**config.mk**
```make
export PLATFORM = sky130hd
export DESIGN_NAME = inv_adder_annealed_sampler_flat
export DESIGN_NICKNAME = d
export VERILOG_FILES = /design/src/rtl/inv_adder_annealed_sampler_pkg.sv /design/src/rtl/inv_adder_annealed_sampler_if.sv /design/src/rtl/inv_adder_annealed_sampler_core.sv /design/src/rtl/inv_adder_annealed_sampler.sv /design/src/flat_wrapper.sv
export SDC_FILE = /design/constraint.sdc
export NUM_CORES = 1
export LEC_CHECK = 0
export CORE_ASPECT_RATIO = 1.1
export CORE_MARGIN = 4
export CORE_UTILIZATION = 25
export CTS_CLUSTER_SIZE = 24
export DETAILED_ROUTE_END_ITERATION = 16
export MAX_ROUTING_LAYER = met4
export PLACE_DENSITY = 0.5
export SYNTH_ARGS = -nofsm -noshare
export SYNTH_HDL_FRONTEND = slang
export SYNTH_SLANG_ARGS = --single-unit
```
**constraint.sdc**
```tcl
create_clock -name clk -period 5.8 [get_ports clk]
set_clock_uncertainty 0.15 [all_clocks]
set_input_delay 1.16 -clock clk [delete_from_list [all_inputs] [get_ports clk]]
set_output_delay 1.16 -clock clk [all_outputs]
set_load 0.02 [all_outputs]
```
**src/rtl/inv_adder_annealed_sampler_pkg.sv**
```systemverilog
// Shared definitions for the annealed invertible-adder sampler.
// Provides the run-control FSM state type, the clamping-mode encodings
// and the default widths used by the top, the core and the bus interface.
package inv_adder_pkg;

  localparam int WIDTH_DEF = 4;
  localparam int CNT_W_DEF = 16;
  localparam int I_W_DEF   = 4;

  typedef enum logic [1:0] {
    IDLE   = 2'd0,
    BURN   = 2'd1,
    SAMPLE = 2'd2,
    DONE   = 2'd3
  } state_t;

  localparam logic [1:0] FWD = 2'd0;  // a, b clamped; sum, overflow free
  localparam logic [1:0] INV = 2'd1;  // sum clamped; a, b, overflow free
  localparam logic [1:0] SUB = 2'd2;  // a, sum clamped; b, overflow free

endpackage

```
**src/rtl/inv_adder_annealed_sampler_if.sv**
```systemverilog
// Bus interface of the annealed sampler.
// Run request/configuration (start, mode, update_mode, a, b, sum, log_tau,
// i_min, i_max, num_samples) flows master -> slave; status (busy, done, i_0),
// raw core state (a_out, b_out, sum_out, overflow) and the majority results
// (a_maj, b_maj, sum_maj, ovf_maj) flow slave -> master.
interface inv_adder_annealed_sampler_if
  import inv_adder_pkg::*;
#(
  parameter int WIDTH = WIDTH_DEF,
  parameter int CNT_W = CNT_W_DEF,
  parameter int I_W   = I_W_DEF
);
  logic             start;
  logic [1:0]       mode;
  logic             update_mode;
  logic [WIDTH-1:0] a;
  logic [WIDTH-1:0] b;
  logic [WIDTH-1:0] sum;
  logic [3:0]       log_tau;
  logic [I_W-1:0]   i_min;
  logic [I_W-1:0]   i_max;
  logic [CNT_W-1:0] num_samples;
  logic             busy;
  logic             done;
  logic [I_W-1:0]   i_0;
  logic [WIDTH-1:0] a_out;
  logic [WIDTH-1:0] b_out;
  logic [WIDTH-1:0] sum_out;
  logic             overflow;
  logic [WIDTH-1:0] a_maj;
  logic [WIDTH-1:0] b_maj;
  logic [WIDTH-1:0] sum_maj;
  logic             ovf_maj;

  modport master (
    output start, mode, update_mode, a, b, sum, log_tau, i_min, i_max, num_samples,
    input  busy, done, i_0, a_out, b_out, sum_out, overflow,
           a_maj, b_maj, sum_maj, ovf_maj
  );

  modport slave (
    input  start, mode, update_mode, a, b, sum, log_tau, i_min, i_max, num_samples,
    output busy, done, i_0, a_out, b_out, sum_out, overflow,
           a_maj, b_maj, sum_maj, ovf_maj
  );
endinterface

```
**src/rtl/inv_adder_annealed_sampler_core.sv**
```systemverilog
// inv_ripple_adder_n: stochastic invertible ripple adder.
// Clamped variables follow their inputs every cycle; free variables are
// recomputed from the adder relation and perturbed by LFSR noise whose rate
// falls as I_0 rises (no noise once I_0 reaches the top of the 4-bit noise
// range). update_mode=1 refreshes all free variables each cycle, 0 alternates
// between the two groups of free variables.
// Ports: clk, rst (sync, active-high), I_0 strength, mode, update_mode,
//        a_in/b_in/sum_in clamp values, a_out/b_out/sum_out/overflow state.
module inv_ripple_adder_n
  import inv_adder_pkg::*;
#(
  parameter int WIDTH = WIDTH_DEF,
  parameter int I_W   = I_W_DEF
)(
  input  logic             clk,
  input  logic             rst,
  input  logic [I_W-1:0]   I_0,
  input  logic [1:0]       mode,
  input  logic             update_mode,
  input  logic [WIDTH-1:0] a_in,
  input  logic [WIDTH-1:0] b_in,
  input  logic [WIDTH-1:0] sum_in,
  output logic [WIDTH-1:0] a_out,
  output logic [WIDTH-1:0] b_out,
  output logic [WIDTH-1:0] sum_out,
  output logic             overflow
);

  function automatic logic [WIDTH:0] ripple_add(input logic [WIDTH-1:0] x,
                                                input logic [WIDTH-1:0] y);
    logic             c;
    logic [WIDTH-1:0] s;
    c = 1'b0;
    for (int i = 0; i < WIDTH; i++) begin
      s[i] = x[i] ^ y[i] ^ c;
      c    = (x[i] & y[i]) | (c & (x[i] ^ y[i]));
    end
    return {c, s};
  endfunction

  function automatic logic carry_out(input logic [WIDTH-1:0] x,
                                     input logic [WIDTH-1:0] y);
    logic c;
    c = 1'b0;
    for (int i = 0; i < WIDTH; i++) c = (x[i] & y[i]) | (c & (x[i] ^ y[i]));
    return c;
  endfunction

  logic [15:0]      lfsr;
  logic             phase;
  logic             hot;
  logic [WIDTH-1:0] mask;
  logic [WIDTH:0]   fwd;
  logic             upd1;
  logic             upd2;

  always_comb begin
    // Noise fires when the random nibble exceeds the current strength.
    hot  = int'(lfsr[15:12]) > int'(I_0);
    mask = hot ? lfsr[WIDTH-1:0] : '0;
    fwd  = ripple_add(a_in, b_in);
    upd1 = update_mode | ~phase;
    upd2 = update_mode | phase;
  end

  always_ff @(posedge clk) begin
    if (rst) begin
      lfsr     <= 16'hACE1;
      phase    <= 1'b0;
      a_out    <= '0;
      b_out    <= '0;
      sum_out  <= '0;
      overflow <= 1'b0;
    end else begin
      lfsr  <= {lfsr[14:0], lfsr[15] ^ lfsr[13] ^ lfsr[12] ^ lfsr[10]};
      phase <= ~phase;
      case (mode)
        INV: begin
          sum_out <= sum_in;
          if (upd1) a_out <= a_out ^ mask;
          if (upd2) begin
            b_out    <= sum_in - a_out;
            overflow <= carry_out(a_out, b_out);
          end
        end
        SUB: begin
          a_out   <= a_in;
          sum_out <= sum_in;
          if (upd1) b_out    <= (sum_in - a_in) ^ mask;
          if (upd2) overflow <= carry_out(a_in, b_out);
        end
        default: begin
          a_out <= a_in;
          b_out <= b_in;
          if (upd1) sum_out  <= fwd[WIDTH-1:0] ^ mask;
          if (upd2) overflow <= fwd[WIDTH];
        end
      endcase
    end
  end

endmodule

```
**src/rtl/inv_adder_annealed_sampler.sv**
```systemverilog
// inv_adder_annealed_sampler: runs the invertible adder core through an
// annealing burn-in (strength ramps i_min -> i_max, one step per 2^log_tau
// cycles) and then counts, per output bit, how often it is 1 over
// num_samples cycles; DONE publishes the per-bit majority.
// Ports: clk, reset (async, active-low), bus (slave modport: run request,
//        configuration, status, raw core state and majority results).
module inv_adder_annealed_sampler
  import inv_adder_pkg::*;
#(
  parameter int WIDTH = WIDTH_DEF,
  parameter int CNT_W = CNT_W_DEF,
  parameter int I_W   = I_W_DEF
)(
  input  logic clk,
  input  logic reset,
  inv_adder_annealed_sampler_if.slave bus
);

  localparam int BW = I_W + 16;       // holds (2^I_W - 1) << 15
  localparam int NB = 3 * WIDTH + 1;  // a, b, sum bits plus overflow

  state_t           state;
  logic [1:0]       mode_q;
  logic             upd_q;
  logic [WIDTH-1:0] a_q, b_q, sum_q;
  logic [3:0]       lt_q;
  logic [I_W-1:0]   imin_q, imax_q, i_0_q;
  logic [CNT_W-1:0] ns_q, samp_cnt;
  logic [15:0]      tau_cnt, tau_max;
  logic [BW-1:0]    burn_len, burn_cnt;
  logic             busy_q, done_q, core_rst;

  logic [NB-1:0][CNT_W-1:0] cnt, cnt_nx;
  logic [NB-1:0]            smp, maj, maj_nx;

  function automatic logic maj_bit(input logic [CNT_W-1:0] c,
                                   input logic [CNT_W-1:0] n);
    return {c, 1'b0} > {1'b0, n};
  endfunction

  // Configuration is captured only when a run is accepted.
  always_ff @(posedge clk) begin
    if (state == IDLE && bus.start) begin
      mode_q <= bus.mode;
      upd_q  <= bus.update_mode;
      a_q    <= bus.a;
      b_q    <= bus.b;
      sum_q  <= bus.sum;
      lt_q   <= bus.log_tau;
      imin_q <= bus.i_min;
      imax_q <= bus.i_max;
      ns_q   <= bus.num_samples;
    end
  end

  always_comb begin
    burn_len = (imax_q > imin_q) ? (BW'(imax_q - imin_q) << lt_q) : '0;
    tau_max  = (16'd1 << lt_q) - 16'd1;
    core_rst = (state == IDLE);
    smp      = {bus.overflow, bus.sum_out, bus.b_out, bus.a_out};
    for (int i = 0; i < NB; i++) begin
      cnt_nx[i] = cnt[i];
      if (state == SAMPLE && smp[i]) cnt_nx[i] = cnt[i] + CNT_W'(1);
      maj_nx[i] = maj_bit(cnt_nx[i], ns_q);
    end
  end

  always_ff @(posedge clk or negedge reset) begin
    if (!reset) begin
      state    <= IDLE;
      busy_q   <= 1'b0;
      done_q   <= 1'b0;
      i_0_q    <= '0;
      tau_cnt  <= '0;
      burn_cnt <= '0;
      samp_cnt <= '0;
      cnt      <= '0;
      maj      <= '0;
    end else begin
      case (state)
        IDLE: begin
          done_q <= 1'b0;
          if (bus.start) begin
            state    <= BURN;
            busy_q   <= 1'b1;
            i_0_q    <= bus.i_min;
            tau_cnt  <= '0;
            burn_cnt <= '0;
            samp_cnt <= '0;
            cnt      <= '0;
          end
        end
        BURN: begin
          if (tau_cnt == tau_max) begin
            tau_cnt <= '0;
            if (i_0_q < imax_q) i_0_q <= i_0_q + I_W'(1);
          end else begin
            tau_cnt <= tau_cnt + 16'd1;
          end
          // The entry cycle releases the core; burn_len cycles follow it.
          if (burn_cnt == burn_len) begin
            if (ns_q == '0) begin
              state  <= DONE;
              done_q <= 1'b1;
              maj    <= maj_nx;
            end else begin
              state <= SAMPLE;
            end
          end else begin
            burn_cnt <= burn_cnt + BW'(1);
          end
        end
        SAMPLE: begin
          cnt      <= cnt_nx;
          samp_cnt <= samp_cnt + CNT_W'(1);
          if (samp_cnt == ns_q - CNT_W'(1)) begin
            state  <= DONE;
            done_q <= 1'b1;
            maj    <= maj_nx;  // includes the final sample
          end
        end
        DONE: begin
          state  <= IDLE;
          done_q <= 1'b0;
          busy_q <= 1'b0;
        end
        default: state <= IDLE;
      endcase
    end
  end

  inv_ripple_adder_n #(.WIDTH(WIDTH), .I_W(I_W)) u_core (
    .clk         (clk),
    .rst         (core_rst),
    .I_0         (i_0_q),
    .mode        (mode_q),
    .update_mode (upd_q),
    .a_in        (a_q),
    .b_in        (b_q),
    .sum_in      (sum_q),
    .a_out       (bus.a_out),
    .b_out       (bus.b_out),
    .sum_out     (bus.sum_out),
    .overflow    (bus.overflow)
  );

  assign bus.busy    = busy_q;
  assign bus.done    = done_q;
  assign bus.i_0     = i_0_q;
  assign bus.a_maj   = maj[WIDTH-1:0];
  assign bus.b_maj   = maj[2*WIDTH-1:WIDTH];
  assign bus.sum_maj = maj[3*WIDTH-1:2*WIDTH];
  assign bus.ovf_maj = maj[NB-1];

endmodule
```
**src/flat_wrapper.sv**
```systemverilog
// flat-port wrapper written by rule: the top's interface ports become plain ports
module inv_adder_annealed_sampler_flat import inv_adder_pkg::*;
#(
  parameter int WIDTH = WIDTH_DEF,
  parameter int CNT_W = CNT_W_DEF,
  parameter int I_W   = I_W_DEF
)
  (clk, reset, bus_start, bus_mode, bus_update_mode, bus_a, bus_b, bus_sum, bus_log_tau, bus_i_min, bus_i_max, bus_num_samples, bus_busy, bus_done, bus_i_0, bus_a_out, bus_b_out, bus_sum_out, bus_overflow, bus_a_maj, bus_b_maj, bus_sum_maj, bus_ovf_maj);
  inv_adder_annealed_sampler_if #(.WIDTH(WIDTH), .CNT_W(CNT_W), .I_W(I_W)) bus_i ();
  input  logic clk;
  input  logic reset;
  input wire logic [$bits(bus_i.start)-1:0] bus_start;
  input wire logic [$bits(bus_i.mode)-1:0] bus_mode;
  input wire logic [$bits(bus_i.update_mode)-1:0] bus_update_mode;
  input wire logic [$bits(bus_i.a)-1:0] bus_a;
  input wire logic [$bits(bus_i.b)-1:0] bus_b;
  input wire logic [$bits(bus_i.sum)-1:0] bus_sum;
  input wire logic [$bits(bus_i.log_tau)-1:0] bus_log_tau;
  input wire logic [$bits(bus_i.i_min)-1:0] bus_i_min;
  input wire logic [$bits(bus_i.i_max)-1:0] bus_i_max;
  input wire logic [$bits(bus_i.num_samples)-1:0] bus_num_samples;
  output wire logic [$bits(bus_i.busy)-1:0] bus_busy;
  output wire logic [$bits(bus_i.done)-1:0] bus_done;
  output wire logic [$bits(bus_i.i_0)-1:0] bus_i_0;
  output wire logic [$bits(bus_i.a_out)-1:0] bus_a_out;
  output wire logic [$bits(bus_i.b_out)-1:0] bus_b_out;
  output wire logic [$bits(bus_i.sum_out)-1:0] bus_sum_out;
  output wire logic [$bits(bus_i.overflow)-1:0] bus_overflow;
  output wire logic [$bits(bus_i.a_maj)-1:0] bus_a_maj;
  output wire logic [$bits(bus_i.b_maj)-1:0] bus_b_maj;
  output wire logic [$bits(bus_i.sum_maj)-1:0] bus_sum_maj;
  output wire logic [$bits(bus_i.ovf_maj)-1:0] bus_ovf_maj;
  assign bus_i.start = bus_start;
  assign bus_i.mode = bus_mode;
  assign bus_i.update_mode = bus_update_mode;
  assign bus_i.a = bus_a;
  assign bus_i.b = bus_b;
  assign bus_i.sum = bus_sum;
  assign bus_i.log_tau = bus_log_tau;
  assign bus_i.i_min = bus_i_min;
  assign bus_i.i_max = bus_i_max;
  assign bus_i.num_samples = bus_num_samples;
  assign bus_busy = bus_i.busy;
  assign bus_done = bus_i.done;
  assign bus_i_0 = bus_i.i_0;
  assign bus_a_out = bus_i.a_out;
  assign bus_b_out = bus_i.b_out;
  assign bus_sum_out = bus_i.sum_out;
  assign bus_overflow = bus_i.overflow;
  assign bus_a_maj = bus_i.a_maj;
  assign bus_b_maj = bus_i.b_maj;
  assign bus_sum_maj = bus_i.sum_maj;
  assign bus_ovf_maj = bus_i.ovf_maj;
  inv_adder_annealed_sampler #(.WIDTH(WIDTH), .CNT_W(CNT_W), .I_W(I_W)) u_core (.clk(clk), .reset(reset), .bus(bus_i));
endmodule
```
==> results.toml <==
[finish]
multi_input_area_mm2 = 0.0158
antennaDiodeCount = 0
fin_nets = 3203
finalNonFillerCells = 4307
fin_area_mm2 = 0.0295
layout-drive-gt1-share = 0.0646
area_growth_pct = 15.2
fillCellCount = 10700
final_util = 0.292
regArea_mm2 = 0.00892

[placed_design]
post-place-cells = 4222
post-place-ws_ns = 0.990
place_area_mm2 = 0.0279
io_buffers = 77
routabilityCongestion = 0.858
dp_hpwl_mm = 51.3

[floorplanning]
chipWidth_um = 313
rows = 122
core-area_mm2 = 0.101
die_h_um = 344
dieArea_mm2 = 0.108
initial_core_util = 0.253
io_pins = 78

[routing]
drc = 0
via_count = 21300
wl_per_cell_um = 17.8
drt_first_iter_violations = 1202
viasPerCell = 4.95
ant_nets = 0
drt-total-wl_mm = 76.5
first_pass_iters = 5

[cts]
h-tree-depth = 2
cts_buffer_depth = 3
cts.sinks = 354
cts.clk_slew.worst_paths_ns = 0.06
cts_resized = 0
cts_buffers = 47
cts-root-buf = "clkbuf_16"
cts_hold_buffers = 0
cts_tree = "done"
cts_setup_buffers = 0
clk_latency_ns = 0.58

[worst_setup_path]
crit_path_cell_trace = "inv_1, ha_2, buf_4, nand2_1, nor2_1, and3_1, and3_1, and3_1, nand3_1, xnor2_1, ha_1, nand4_1, nor4_1, nand4_1, o21ai_0, o21ai_0, mux2_4"
crit_slowest_cell = "ha_2"
required_ns = 6.11
r2r_start = "u_core.state[0]"
crit_fanout = 30
rr_endpoint = "u_core.maj[11]"
r2r_slack_ns = 0.98
crit_type = "flop to flop"
ff2ff_path_depth = 17
cpMostUsedCell = "and3_1"
startpoint_type = "flop"
crit_path_end_kind = "flop"
slowest_delay_ns = 0.65
arrival_ns = 5.13

[synth]
synthTopCellsByCount = "nand2_1, o21ai_0, dfrtp_1"
netlist_instances = 2889
yosysSeqAreaShare = 0.349
ys_seq_elements = 354
syn_avg_cell_area_um2 = 8.86
synth-edff-count = 43
synth_nets = 3185
ys.warnings.count = 0
yosys.area.top_type_share = 0.275
async_flop_share = 0.794
synth_area_leader_cell = "dfrtp_1"
synth.top_cells.by_area = "dfrtp_1, ha_1, o21ai_0"
netlist_area_mm2 = 0.0256
synth.distinct_cells = 88
synth_ff_type = "dfrtp_1"
yosys.cell_count.top_type = "nand2_1"

[pwr]
report.power.total_mw = 5.59
ir_worst_vdd_mv = 0.253
p_leak_nw = 13.4
power_density_mw_per_mm2 = 190

[worst_hold_path]
hp-class = "flop to flop"
min_to = "u_core.u_core.lfsr[6]"
hold_path.startpoint = "u_core.u_core.lfsr[5]"
whs_path_depth = 1

[timing]
rsz0062_at_grt = "false"
slew_headroom = 0.305
whs_ns = 0.259
drv_slew = 0
setup-tns-final_ns = 0
layout_setup_ws_ns = 0.978
finalHoldViolations = 0
finalSetupViolCount = 0
post-route-min-period_ns = 4.82
tightest_slew_ns = 1.04
post-route-period-util = 0.831
fmax_mhz = 207

[grt]
grt_pass1_wl_mm = 122
grt_usage = 0.145
grt_max_degree = 109
grt_antenna_before_repair = 0
grt_pass1_vias = 21000
grt_overflow = 0

[job]
drv_cap = 0

[outcome]
status = "finished, final reports clean"
## flip-flops by register name, summed over array words and instances, names as in the netlist, 2 cells and up
| register | count |
|---|---|
| u_core.b_q | 4 |
| u_core.imax_q | 4 |
| u_core.state | 2 |
| u_core.u_core.lfsr | 16 |
| u_core.samp_cnt | 16 |
| u_core.u_core.sum_out | 4 |
| u_core.sum_q | 4 |
| u_core.tau_cnt | 16 |
| u_core.ns_q | 16 |
| u_core.u_core.b_out | 4 |
| u_core.burn_cnt | 20 |
| u_core.lt_q | 4 |
| u_core.bus.i_0 | 4 |
| u_core.maj | 13 |
| u_core.u_core.a_out | 4 |
| u_core.cnt | 208 |
| u_core.imin_q | 4 |
| u_core.a_q | 4 |
| u_core.mode_q | 2 |
## placed cells by master (no fill, tap or decap), drive strengths merged, types with 65 or more instances in the layout
cell type and count:
inv 69, clkdlybuf4s50 76, and3 102, xor2 130
nor2 156, a22o 86, xnor2 132, clkbuf 71
a21o 67, ha 244, a21oi 86, nand3 121
dfrtp 281, o21ai 333, nand2 352, nand4 65
## cell type report
cell class	instances	area share
clock inverter	14	0.00671
tap	1364	0.0579
clock buffer	71	0.0468
inverter	69	0.00879
sequential	354	0.303
timing repair buffer	119	0.0396
multi-input combinational	2316	0.538
## logic make-up after synthesis
| family | synth area share |
|---|---|
| AOI/OAI and AO/OA | 0.191 |
| xor gates and xnor gates | 0.0897 |
| adders and majority gates | 0.124 |
| buffers and inverters | 0.0333 |
| DFF | 0.349 |
| muxes | 0.0256 |
| and+or+nand+nor | 0.188 |
## worst max-delay path by stage
stage | start | endpoint | depth (start not counted)
final | u_core.state[0] | u_core.maj[11] | 17
after global routing | u_core.state[0] | u_core.maj[11] | 17
after CTS | u_core.state[0] | u_core.maj[11] | 17
after detailed placement | u_core.state[0] | u_core.maj[11] | 17
after global placement | u_core.state[0] | u_core.maj[11] | 17
after floorplan | u_core.state[0] | u_core.maj[1] | 21
## report_power, final
part	total [mW]	internal [mW]	leakage, nW	switching (mW)
clock network	3.01	1.85	0.776	1.16
logic	0.0767	0.0300	8.18	0.0467
registers	2.51	2.51	4.48	0
total	5.59	4.39	13.4	1.20
## critical path: cells and delay by family, from the launching register on
kind	cells	cell delay, ns
muxes	1	0.26
xor gates and xnor gates	1	0.16
buffers and inverters	2	0.44
adders and majority gates	2	0.96
and+or+nand+nor	9	2.11
AOI/OAI and AO/OA	2	0.18
DFF	1	0.42
## layer usage
metal | share of wire | track usage | vias up
met1 | 0.47 | 0.190 | 10400
met2 | 0.47 | 0.241 | 343
met5 | 0 | - | -
met3 | 0.032 | 0.0180 | 83
li1 | - | - | 10500
met4 | 0.020 | 0.0323 | 0
No activity file was read; power rests on OpenSTA's default activity.
